**src/rtl/traffic_pkg.sv**
```systemverilog
// Shared definitions for the two-direction intersection controller:
// phase encodings, lamp bit positions and the fixed phase-ring order.
package traffic_pkg;

  localparam int unsigned PHASE_W = 3;

  // Lamp vector bit positions
  localparam int unsigned GREEN  = 0;
  localparam int unsigned YELLOW = 1;
  localparam int unsigned RED    = 2;

  typedef enum logic [PHASE_W-1:0] {
    A_GREEN   = 3'd0,
    A_YELLOW  = 3'd1,
    ALL_RED_1 = 3'd2,
    B_GREEN   = 3'd3,
    B_YELLOW  = 3'd4,
    ALL_RED_2 = 3'd5,
    NIGHT     = 3'd6
  } phase_e;

  // Successor in the normal day ring; anything unexpected falls back to clearance
  function automatic phase_e next_in_ring(phase_e p);
    case (p)
      A_GREEN:   return A_YELLOW;
      A_YELLOW:  return ALL_RED_1;
      ALL_RED_1: return B_GREEN;
      B_GREEN:   return B_YELLOW;
      B_YELLOW:  return ALL_RED_2;
      ALL_RED_2: return A_GREEN;
      default:   return ALL_RED_2;
    endcase
  endfunction

endpackage

```
**src/rtl/sec_prescaler.sv**
```systemverilog
// One-second prescaler: counts enabled clk cycles and flags the last cycle
// of each second.
// Ports: clk, rst (sync, active-high), en (count enable),
//        sec_tick (high during the final cycle of each second while en=1).
module sec_prescaler #(
  parameter int unsigned pTICKS_PER_SEC = 100
) (
  input  logic clk,
  input  logic rst,
  input  logic en,
  output logic sec_tick
);

  localparam int unsigned CW = $clog2(pTICKS_PER_SEC);
  localparam logic [CW-1:0] LAST = CW'(pTICKS_PER_SEC - 1);

  logic [CW-1:0] tick_cnt;

  assign sec_tick = en && (tick_cnt == LAST);

  // Wrapping cycle counter, frozen while en=0
  always_ff @(posedge clk) begin
    if (rst) begin
      tick_cnt <= '0;
    end else if (en) begin
      tick_cnt <= sec_tick ? '0 : tick_cnt + CW'(1);
    end
  end

endmodule

```
**src/rtl/traffic_intersection_ctrl.sv**
```systemverilog
// Two-direction intersection controller (A = main road, B = side road).
// Sequences green/yellow/all-red phases, shortens A green on a pending
// side-road request, supports a flashing-yellow night mode and drives
// per-direction countdown values.
// Ports: clk, rst (sync, active-high), en (run enable), night (level),
//        ped_req (pulse/level); light_a/light_b ([0]=G [1]=Y [2]=R),
//        remain_a/remain_b (seconds until that direction's light changes),
//        ped_walk, ped_pending, sec_tick, phase.
module traffic_intersection_ctrl
  import traffic_pkg::*;
#(
  parameter int unsigned pTICKS_PER_SEC = 100,
  parameter int unsigned pT_GREEN_A     = 15,
  parameter int unsigned pT_GREEN_B     = 10,
  parameter int unsigned pT_YELLOW      = 3,
  parameter int unsigned pT_ALL_RED     = 1,
  parameter int unsigned pT_MIN_GREEN   = 5,
  parameter int unsigned pTIME_WIDTH    = 7
) (
  input  logic                   clk,
  input  logic                   rst,
  input  logic                   en,
  input  logic                   night,
  input  logic                   ped_req,
  output logic [2:0]             light_a,
  output logic [2:0]             light_b,
  output logic [pTIME_WIDTH-1:0] remain_a,
  output logic [pTIME_WIDTH-1:0] remain_b,
  output logic                   ped_walk,
  output logic                   ped_pending,
  output logic                   sec_tick,
  output logic [PHASE_W-1:0]     phase
);

  localparam int unsigned TW        = pTIME_WIDTH;
  localparam int unsigned MAX_GREEN = (pT_GREEN_A > pT_GREEN_B) ? pT_GREEN_A : pT_GREEN_B;

  // Reject parameter sets whose countdown sums cannot fit the display width
  if (pTICKS_PER_SEC < 2 || pT_GREEN_A < 1 || pT_GREEN_B < 1 || pT_YELLOW < 1 ||
      pT_ALL_RED < 1 || pT_MIN_GREEN < 1 || pT_MIN_GREEN > pT_GREEN_A ||
      (pT_ALL_RED + MAX_GREEN + pT_YELLOW + pT_ALL_RED) > ((1 << TW) - 1)) begin : g_param_check
    $error("traffic_intersection_ctrl: illegal timing parameters");
  end

  localparam logic [TW-1:0] T_GA    = TW'(pT_GREEN_A);
  localparam logic [TW-1:0] T_GB    = TW'(pT_GREEN_B);
  localparam logic [TW-1:0] T_Y     = TW'(pT_YELLOW);
  localparam logic [TW-1:0] T_R     = TW'(pT_ALL_RED);
  localparam logic [TW-1:0] T_MIN   = TW'(pT_MIN_GREEN);
  localparam logic [TW-1:0] T_YR    = TW'(pT_YELLOW + pT_ALL_RED);
  localparam logic [TW-1:0] T_GB_YR = TW'(pT_GREEN_B + pT_YELLOW + pT_ALL_RED);
  localparam logic [TW-1:0] T_GA_YR = TW'(pT_GREEN_A + pT_YELLOW + pT_ALL_RED);
  localparam logic [TW-1:0] ONE     = TW'(1);

  phase_e        phase_q, phase_d;
  logic [TW-1:0] rem_q, rem_d;
  logic          flash_q, flash_d;
  logic          ped_q, ped_d;

  function automatic logic [TW-1:0] dur_of(phase_e p);
    case (p)
      A_GREEN:            return T_GA;
      B_GREEN:            return T_GB;
      A_YELLOW, B_YELLOW: return T_Y;
      default:            return T_R;
    endcase
  endfunction

  sec_prescaler #(
    .pTICKS_PER_SEC(pTICKS_PER_SEC)
  ) u_prescaler (
    .clk     (clk),
    .rst     (rst),
    .en      (en),
    .sec_tick(sec_tick)
  );

  // State registers
  always_ff @(posedge clk) begin
    if (rst) begin
      phase_q <= A_GREEN;
      rem_q   <= T_GA;
      flash_q <= 1'b0;
      ped_q   <= 1'b0;
    end else begin
      phase_q <= phase_d;
      rem_q   <= rem_d;
      flash_q <= flash_d;
      ped_q   <= ped_d;
    end
  end

  // Next phase / countdown; sec_tick already carries en, so en=0 holds everything
  always_comb begin
    phase_d = phase_q;
    rem_d   = rem_q;
    flash_d = flash_q;
    case (phase_q)
      NIGHT: begin
        if (sec_tick) begin
          if (!night) begin
            phase_d = ALL_RED_2;
            rem_d   = T_R;
            flash_d = 1'b0;
          end else begin
            flash_d = ~flash_q;
          end
        end
      end
      A_GREEN, A_YELLOW, ALL_RED_1, B_GREEN, B_YELLOW, ALL_RED_2: begin
        if (sec_tick) begin
          if (phase_q == A_GREEN && ped_q && rem_q > T_MIN) begin
            rem_d = T_MIN;
          end else if (rem_q != ONE) begin
            rem_d = rem_q - ONE;
          end else if ((phase_q == ALL_RED_1 || phase_q == ALL_RED_2) && night) begin
            phase_d = NIGHT;
            rem_d   = T_R;
          end else begin
            phase_d = next_in_ring(phase_q);
            rem_d   = dur_of(next_in_ring(phase_q));
          end
        end
      end
      default: begin
        phase_d = ALL_RED_2;
        rem_d   = T_R;
        flash_d = 1'b0;
      end
    endcase
  end

  // Request latch: set in any cycle, cleared as B green begins (clear wins)
  always_comb begin
    ped_d = ped_q | ped_req;
    if (phase_d == B_GREEN && phase_q != B_GREEN) begin
      ped_d = 1'b0;
    end
  end

  // Lamp decode
  always_comb begin
    light_a = 3'b000;
    light_b = 3'b000;
    case (phase_q)
      A_GREEN:  begin light_a[GREEN]  = 1'b1; light_b[RED] = 1'b1; end
      A_YELLOW: begin light_a[YELLOW] = 1'b1; light_b[RED] = 1'b1; end
      B_GREEN:  begin light_a[RED] = 1'b1; light_b[GREEN]  = 1'b1; end
      B_YELLOW: begin light_a[RED] = 1'b1; light_b[YELLOW] = 1'b1; end
      NIGHT: begin
        light_a[YELLOW] = flash_q;
        light_b[YELLOW] = flash_q;
      end
      default: begin light_a[RED] = 1'b1; light_b[RED] = 1'b1; end
    endcase
  end

  // Countdown values use nominal durations of the phases still ahead
  always_comb begin
    remain_a = '0;
    remain_b = '0;
    case (phase_q)
      A_GREEN:   begin remain_a = rem_q;           remain_b = rem_q + T_YR;    end
      A_YELLOW:  begin remain_a = rem_q;           remain_b = rem_q + T_R;     end
      ALL_RED_1: begin remain_a = rem_q + T_GB_YR; remain_b = rem_q;           end
      B_GREEN:   begin remain_a = rem_q + T_YR;    remain_b = rem_q;           end
      B_YELLOW:  begin remain_a = rem_q + T_R;     remain_b = rem_q;           end
      ALL_RED_2: begin remain_a = rem_q;           remain_b = rem_q + T_GA_YR; end
      default:   begin remain_a = '0;              remain_b = '0;              end
    endcase
  end

  assign ped_walk    = (phase_q == B_GREEN);
  assign ped_pending = ped_q;
  assign phase       = phase_q;

endmodule

```
**config.mk**
```make
export PLATFORM = sky130hd
export DESIGN_NAME = traffic_intersection_ctrl
export DESIGN_NICKNAME = d
export VERILOG_FILES = /design/src/rtl/traffic_pkg.sv /design/src/rtl/sec_prescaler.sv /design/src/rtl/traffic_intersection_ctrl.sv
export SDC_FILE = /design/constraint.sdc
export NUM_CORES = 1
export LEC_CHECK = 0
export ABC_AREA = 1
export CAP_MARGIN = 25
export CORE_MARGIN = 2
export CORE_UTILIZATION = 29
export CTS_BUF_LIST = sky130_fd_sc_hd__clkbuf_8
export DETAILED_ROUTE_END_ITERATION = 12
export GPL_TIMING_DRIVEN = 0
export SETUP_SLACK_MARGIN = 0.4
export SLEW_MARGIN = 20
export SYNTH_ARGS = -nofsm -noshare
export SYNTH_HDL_FRONTEND = slang
export SYNTH_SLANG_ARGS = --single-unit
```
**constraint.sdc**
```tcl
create_clock -name clk -period 2.65 [get_ports clk]
set_input_delay 0.3975 -clock clk [delete_from_list [all_inputs] [get_ports clk]]
set_output_delay 0.3975 -clock clk [all_outputs]
set_load 0.05 [all_outputs]
```
==> run summary <==
====================================================================================
Outcome                                                                    completed
DR vias/cell                                                                    4.99
Main combinational cell family by area after synthesis                  simple AND/OR/NAND/NOR gates
Number of unique standard cell types used by synthesis                            36
Endpoint type of the worst setup path                                   primary output
Average instance area after synthesis                                       6.45 um2
Worst hold start                                                        u_prescaler.tick_cnt[0]$_SDFFE_PP0P_
Max-cap violation count                                                            0
Mux share of post-synthesis cell area                                         0.0111
Setup-failing EPs final                                                            0
Antenna violations before repair                                                   0
Ranking of synthesized cells by instance count                          sky130_fd_sc_hd__nand2_1, sky130_fd_sc_hd__inv_1, sky130_fd_sc_hd__nand3_1, sky130_fd_sc_hd__nor2_1, sky130_fd_sc_hd__dfxtp_1
Clock H-tree levels                                                                1
Worst-case vdd ir drop                                                      0.215 mV
Synthesized-area fraction occupied by adder cells                             0.0784
RSZ-0062 raised after global routing                                            true
Routed wirelength normalized by instance count                               13.3 um
Transition time of the tightest slew-check pin                              0.500 ns
Number of nets still failing antenna checks after routing                          0
Part of the Yosys area used for sequential elements                            0.199
Die span in y                                                                85.2 um
Max-slew violations                                                                0
Count of boundary I/O pins                                                        31
Core area                                                                   6350 um2
CTS Buf Count                                                                      3
Post-synth top flop                                                     sky130_fd_sc_hd__dfxtp_1
Via count of the first global-routing pass                                      1959
Number of flops mapped to enable cells by yosys                                    0
Required time of the worst setup path                                        2.25 ns
Remaining max-slew budget at the tightest pin                                  0.666
Minimum setup slack after placement                                        -0.406 ns
Total global routing overflow                                                      0
Proportion of netlist area held by the largest area contributor                0.199
Global-route wire length before repair                                       9430 um
Initial cell density of the core                                               0.301
Net count after synthesis                                                        314
Final critical-path setup slack                                             0.421 ns
Compound-gate portion of the synthesized area                                  0.181
Total wire length                                                            5640 um
Relative area change from synthesis to final layout                            42.2%
Post-synthesis cell area                                                    1910 um2
Critical path origin                                                    phase[1]$_SDFF_PP0_
Static power due to leakage                                                  1.16 nW
Ant diodes                                                                         0
Half-perimeter wire length after placement                                   4250 um
Critical Path Source Type                                                   register
Count of yosys warnings during synthesis                                           0
Count of placed standard cells including taps                                    404
Synthesis-stage register bit count                                                19
Post-Route Setup TNS                                                            0 ns
Clock tree from TritonCTS                                                      built
Clock slew at reported path FFs                                              0.07 ns
Proportion of synthesized flip-flops having asynchronous set or reset              0
Cell Pwr Density                                                          192 nW/um2
Count of standard-cell rows                                                       29
Final critical-path required period                                          2.23 ns
Simple-Gate Fraction of Synth Area                                             0.362
Cell type contributing the most total cell area after synthesis         sky130_fd_sc_hd__dfxtp_1
Insertion delay to the later sink of the worst-skew pair                     0.26 ns
Critical path fanouts, max                                                         9
Drt pass-1 iters                                                                   4
Gate Count Post-Synth                                                            297
Number of clock sinks                                                             19
Number of input and output port buffers inserted                                  30
Arrival time reported for the critical path endpoint                         1.83 ns
Vias post-DR                                                                    2120
Number of cells in the finished layout apart from fillers                        425
Dominant cell by count in the synthesized netlist                       sky130_fd_sc_hd__nand2_1
Post-route DRC                                                                     0
Maximum root-to-sink buffer count                                                  2
Total power of the final layout                                           0.000522 W
Pin count of the biggest net entering global routing                              12
Reg2reg start                                                           rem_q[1]$_SDFFE_PP1P_
Biggest area contributors in the synthesized netlist                    sky130_fd_sc_hd__dfxtp_1, sky130_fd_sc_hd__nand2_1, sky130_fd_sc_hd__ha_1, sky130_fd_sc_hd__inv_1, sky130_fd_sc_hd__nand3_1
Gr usage total                                                                 0.157
Number of hold-slack violations in the final timing report                         0
Critical path type                                                      register to primary output
Die Outline Area                                                            7270 um2
Number of nets in the layout                                                     366
Maximum achievable frequency                                                 449 MHz
Root cell of the clock tree                                             sky130_fd_sc_hd__clkbuf_8
Horizontal die dimension                                                     85.2 um
Post-synthesis share of cell area spent on xor and xnor gates                 0.0595
Initial DRC Count                                                                 77
Class of the tightest hold or removal check                             register to register
Share of post-route cells with drive strength above 1                          0.330
Share of the cycle needed by the critical path after routing                   0.841
Clock skew after layout                                                   0.00490 ns
Final weighted congestion in routability-driven placement                      0.904
Hold slack                                                                  0.514 ns
====================================================================================
## cells in the final DEF, fill, tap and decap left out, types with 6 or more instances in the layout
cell type	netlist	final
sky130_fd_sc_hd__nand2_1	79	75
sky130_fd_sc_hd__a21oi_1	18	16
sky130_fd_sc_hd__clkdlybuf4s50_1	0	8
sky130_fd_sc_hd__inv_1	34	30
sky130_fd_sc_hd__o2111ai_2	0	7
sky130_fd_sc_hd__nor2_4	3	6
sky130_fd_sc_hd__ha_1	12	7
sky130_fd_sc_hd__nor2_1	23	20
sky130_fd_sc_hd__nand2_2	5	7
sky130_fd_sc_hd__buf_4	4	21
sky130_fd_sc_hd__buf_6	1	9
sky130_fd_sc_hd__o211ai_1	8	8
sky130_fd_sc_hd__xor2_1	12	11
sky130_fd_sc_hd__dfxtp_1	19	13
sky130_fd_sc_hd__nand3_1	24	21
sky130_fd_sc_hd__o21ai_0	13	10
## layout make-up
type | count | area [um2]
flip-flops and latches | 19 | 398
clock inverters | 1 | 5.00
plain buffers | 7 | 51.3
fillers | 650 | 3630
clock buffers | 3 | 41.3
well taps | 77 | 96.3
multi-input cells | 231 | 1540
repair buffers | 47 | 415
inverters | 40 | 173
## repair_timing
| action | CTS | global route |
|---|---|---|
| gates resized for setup | 101 | 56 |
| gates cloned | 0 | 0 |
| setup endpoints to repair | 22 | 18 |
| hold buffers | 0 | 0 |
| buffers inserted | 5 | 12 |
| hold endpoints to repair | 0 | 0 |
| pin swaps | 1 | 5 |
## flip-flops by register name (all words and copies together), names as in the netlist
register,flops
ped_pending,1
u_prescaler.tick_cnt,7
rem_q,7
flash_q,1
phase,3
## through the flow
step | util | area [um2]
after floorplan | - | 2010
after global placement | 0.379 | 2400
after detailed placement | 0.379 | 2400
after CTS | 0.399 | 2530
after global routing | 0.429 | 2720
final | 0.429 | 2720
## report_power, final
part | switching [W] | internal [W] | total, W
logic | 0.0000207 | 0.0000127 | 0.0000335
registers | 0.00000288 | 0.000285 | 0.000288
clock network | 0.0000966 | 0.000104 | 0.000201
## metal layers
layer | up-vias | share of wire | track usage
met2 | 50 | 0.49 | 0.267
met1 | 981 | 0.46 | 0.213
met3 | 2 | 0.043 | 0.0253
met5 | - | 0 | 0
li1 | 1087 | - | -
met4 | 0 | 0.0028 | 0.0216
## final timing paths
| kind | to | slack [ns] | cells after the start |
|---|---|---|---|
| max reg2reg | ped_pending$_SDFF_PP0_ | 0.84 | 14 |
| min reg2reg | u_prescaler.tick_cnt[0]$_SDFFE_PP0P_ | 0.51 | 2 |
| min | u_prescaler.tick_cnt[0]$_SDFFE_PP0P_ | 0.51 | 2 |
| max | remain_a[2] | 0.42 | 6 |
## kinds of logic after synthesis
logic type	Yosys count
AO/OA/AOI/OAI	54
AND/OR/NAND/NOR	150
XOR/XNOR	13
flip-flops	19
buffers and inverters	47
adder cells (fa/ha/maj)	12
multiplexers	2
## critical path, stage by stage (launching register included)
cell and delay (ns):
sky130_fd_sc_hd__dfxtp_2 0.33, sky130_fd_sc_hd__buf_4 0.18, sky130_fd_sc_hd__nand2_1 0.10, sky130_fd_sc_hd__nor2_2 0.36, sky130_fd_sc_hd__inv_1 0.14, sky130_fd_sc_hd__o2111ai_2 0.18, sky130_fd_sc_hd__buf_2 0.29
(Power assumes the default switching activity.)
==> edit (same flow settings) <==
The parameter `pTIME_WIDTH` goes from 7 to 9.
--- a/src/rtl/traffic_intersection_ctrl.sv
+++ b/src/rtl/traffic_intersection_ctrl.sv
@@ -17,3 +17,3 @@
   parameter int unsigned pT_MIN_GREEN   = 5,
-  parameter int unsigned pTIME_WIDTH    = 7
+  parameter int unsigned pTIME_WIDTH    = 9
 ) (
Interface: changed (resized remain_a and remain_b); port bits go from 31 to 35. The function was not compared with the original's and may differ.
==> edit against the original RTL <==
  * Synthesized area rose by 20%
  * Sequential cell count is 2 higher
  * Highest routed layer unchanged
  * Largest power group unchanged
  * Cell count grew 26%
  * Setup slack got worse by 170 ps
  * Worst hold slack lost 13 ps
  * Final area up 26%
  * Total power is 11% higher
  * Critical path type unchanged
  * Routed wire length up 33%
  * Combinational power is 12% higher
==> edit: results (changes against the original RTL) <==
[status]
status = completed

[sta]
clock_skew_ps = 12.4  ; +7.50 ps

[logic_synthesis]
synth_cell_type_count = 41  ; +14%
synth_compound_area_share_pct = 19.9  ; +1.8 points
synth-xor-area-share_pct = 4.58  ; -1.4 points
synthAdderAreaFrac_pct = 6.54  ; -1.3 points
synth_nets = 391  ; +25%
muxShareOfSynthArea_pct = 0  ; -1.1 points
ys_top_cells_by_count = nand2_1 (90), inv_1 (38), nor2_1 (37)
synth-seq-cells = 21  ; +2
yosysSeqAreaShare_pct = 18.3  ; -1.5 points

[layout]
drive_above_1_share_pct = 37.9  ; +4.9 points
nets = 453  ; +24%

[critical_path]
timing.reg2reg.worst_path_depth = 16  ; +2
cp_slowest_stage_delay_ps = 380  ; +20 ps
critical-path-slowest-cell = dfxtp_4
reg2reg_slack_ps = 480  ; -360 ps
path_max_fanout = 4  ; -5

[global_routing]
grtUsageTotal_pct = 17.0  ; +1.4 points
grt_pass1_vias = 2513  ; +28%
grt_start_max_net_pins = 14  ; +2

[place]
place_congestion = 0.957  ; +5.9%
postPlaceCellArea_um2 = 2870  ; +19%
place_hpwl_um = 5520  ; +30%
port_buffers = 33  ; +10%
place_ws_ps = -469  ; -62.7 ps

[pwr]
p_leak_nw = 1.41  ; +21%

[detailed_routing]
vias = 2748  ; +30%
finalWirelength_um = 7490  ; +33%
dr.first_iter.drc_count = 166  ; +120%

==> edit: worst max path at each step <==
stage | end | slack [ps] | cells after the start
2_1_floorplan | remain_b[8] | 400 | 9
3_3_place_gp | remain_a[7] | -470 | 11
4_1_cts | remain_a[7] | 230 | 11
6_report | remain_a[6] | 250 | 10
5_1_grt | remain_a[6] | 150 | 10
3_5_place_dp | remain_a[6] | -470 | 9
==> edit: area by class of cell <==
class                   count  share of cell area [%]
multi-input cells         290                    57.3
repair buffers             57                    15.3
flip-flops and latches     21                    12.8
inverters                  51                    6.05
well taps                 102                    3.72
plain buffers              12                    3.46
clock buffers               3                    1.20
clock inverters             1                   0.219
==> edit: kinds of logic after synthesis <==
| kind of cell | after synthesis |
|---|---|
| flops | 21 |
| xor+xnor | 12 |
| buf+inv | 63 |
| fa+ha+maj | 12 |
| simple gates | 191 |
| compound gates | 75 |
==> edit: worst register-to-register path, delay by kind of cell, from the launching register on <==
family,cells,cell delay (ps)
adders and majority gates,1,190
and+or+nand+nor,9,870
DFF,1,340
buffers and inverters,6,730
==> edit: what timing repair did <==
action                                 CTS  global route
gates resized for setup                174            57
pin swaps                               13            15
endpoints found under the hold margin    0             0
gates cloned                             0             0
hold buffers                             0             0
buffers inserted                        16             8
setup endpoints to repair               26            22
==> edit: metal layers <==
metal / global-route usage (%) / wire [µm]
met2: 29.6 / 3750
met4: 5.39 / 120
met5: 0 / 0
met1: 22.3 / 3300
met3: 1.30 / 315
==> edit: where the power goes <==
part           total (W)  leakage (nW)  switching (W)  internal (W)
clock network   0.000221        0.0217       0.000115      0.000106
registers       0.000319         0.172     0.00000309      0.000316
logic          0.0000376          1.22      0.0000241     0.0000135
total           0.000578          1.41       0.000142      0.000436
==> edit: stage by stage <==
step	util [%]	hold slack, ps
after floorplan	-	465
after global placement	37.3	491
after detailed placement	37.3	502
after CTS	41.6	514
after global routing	44.6	536
final	44.6	501
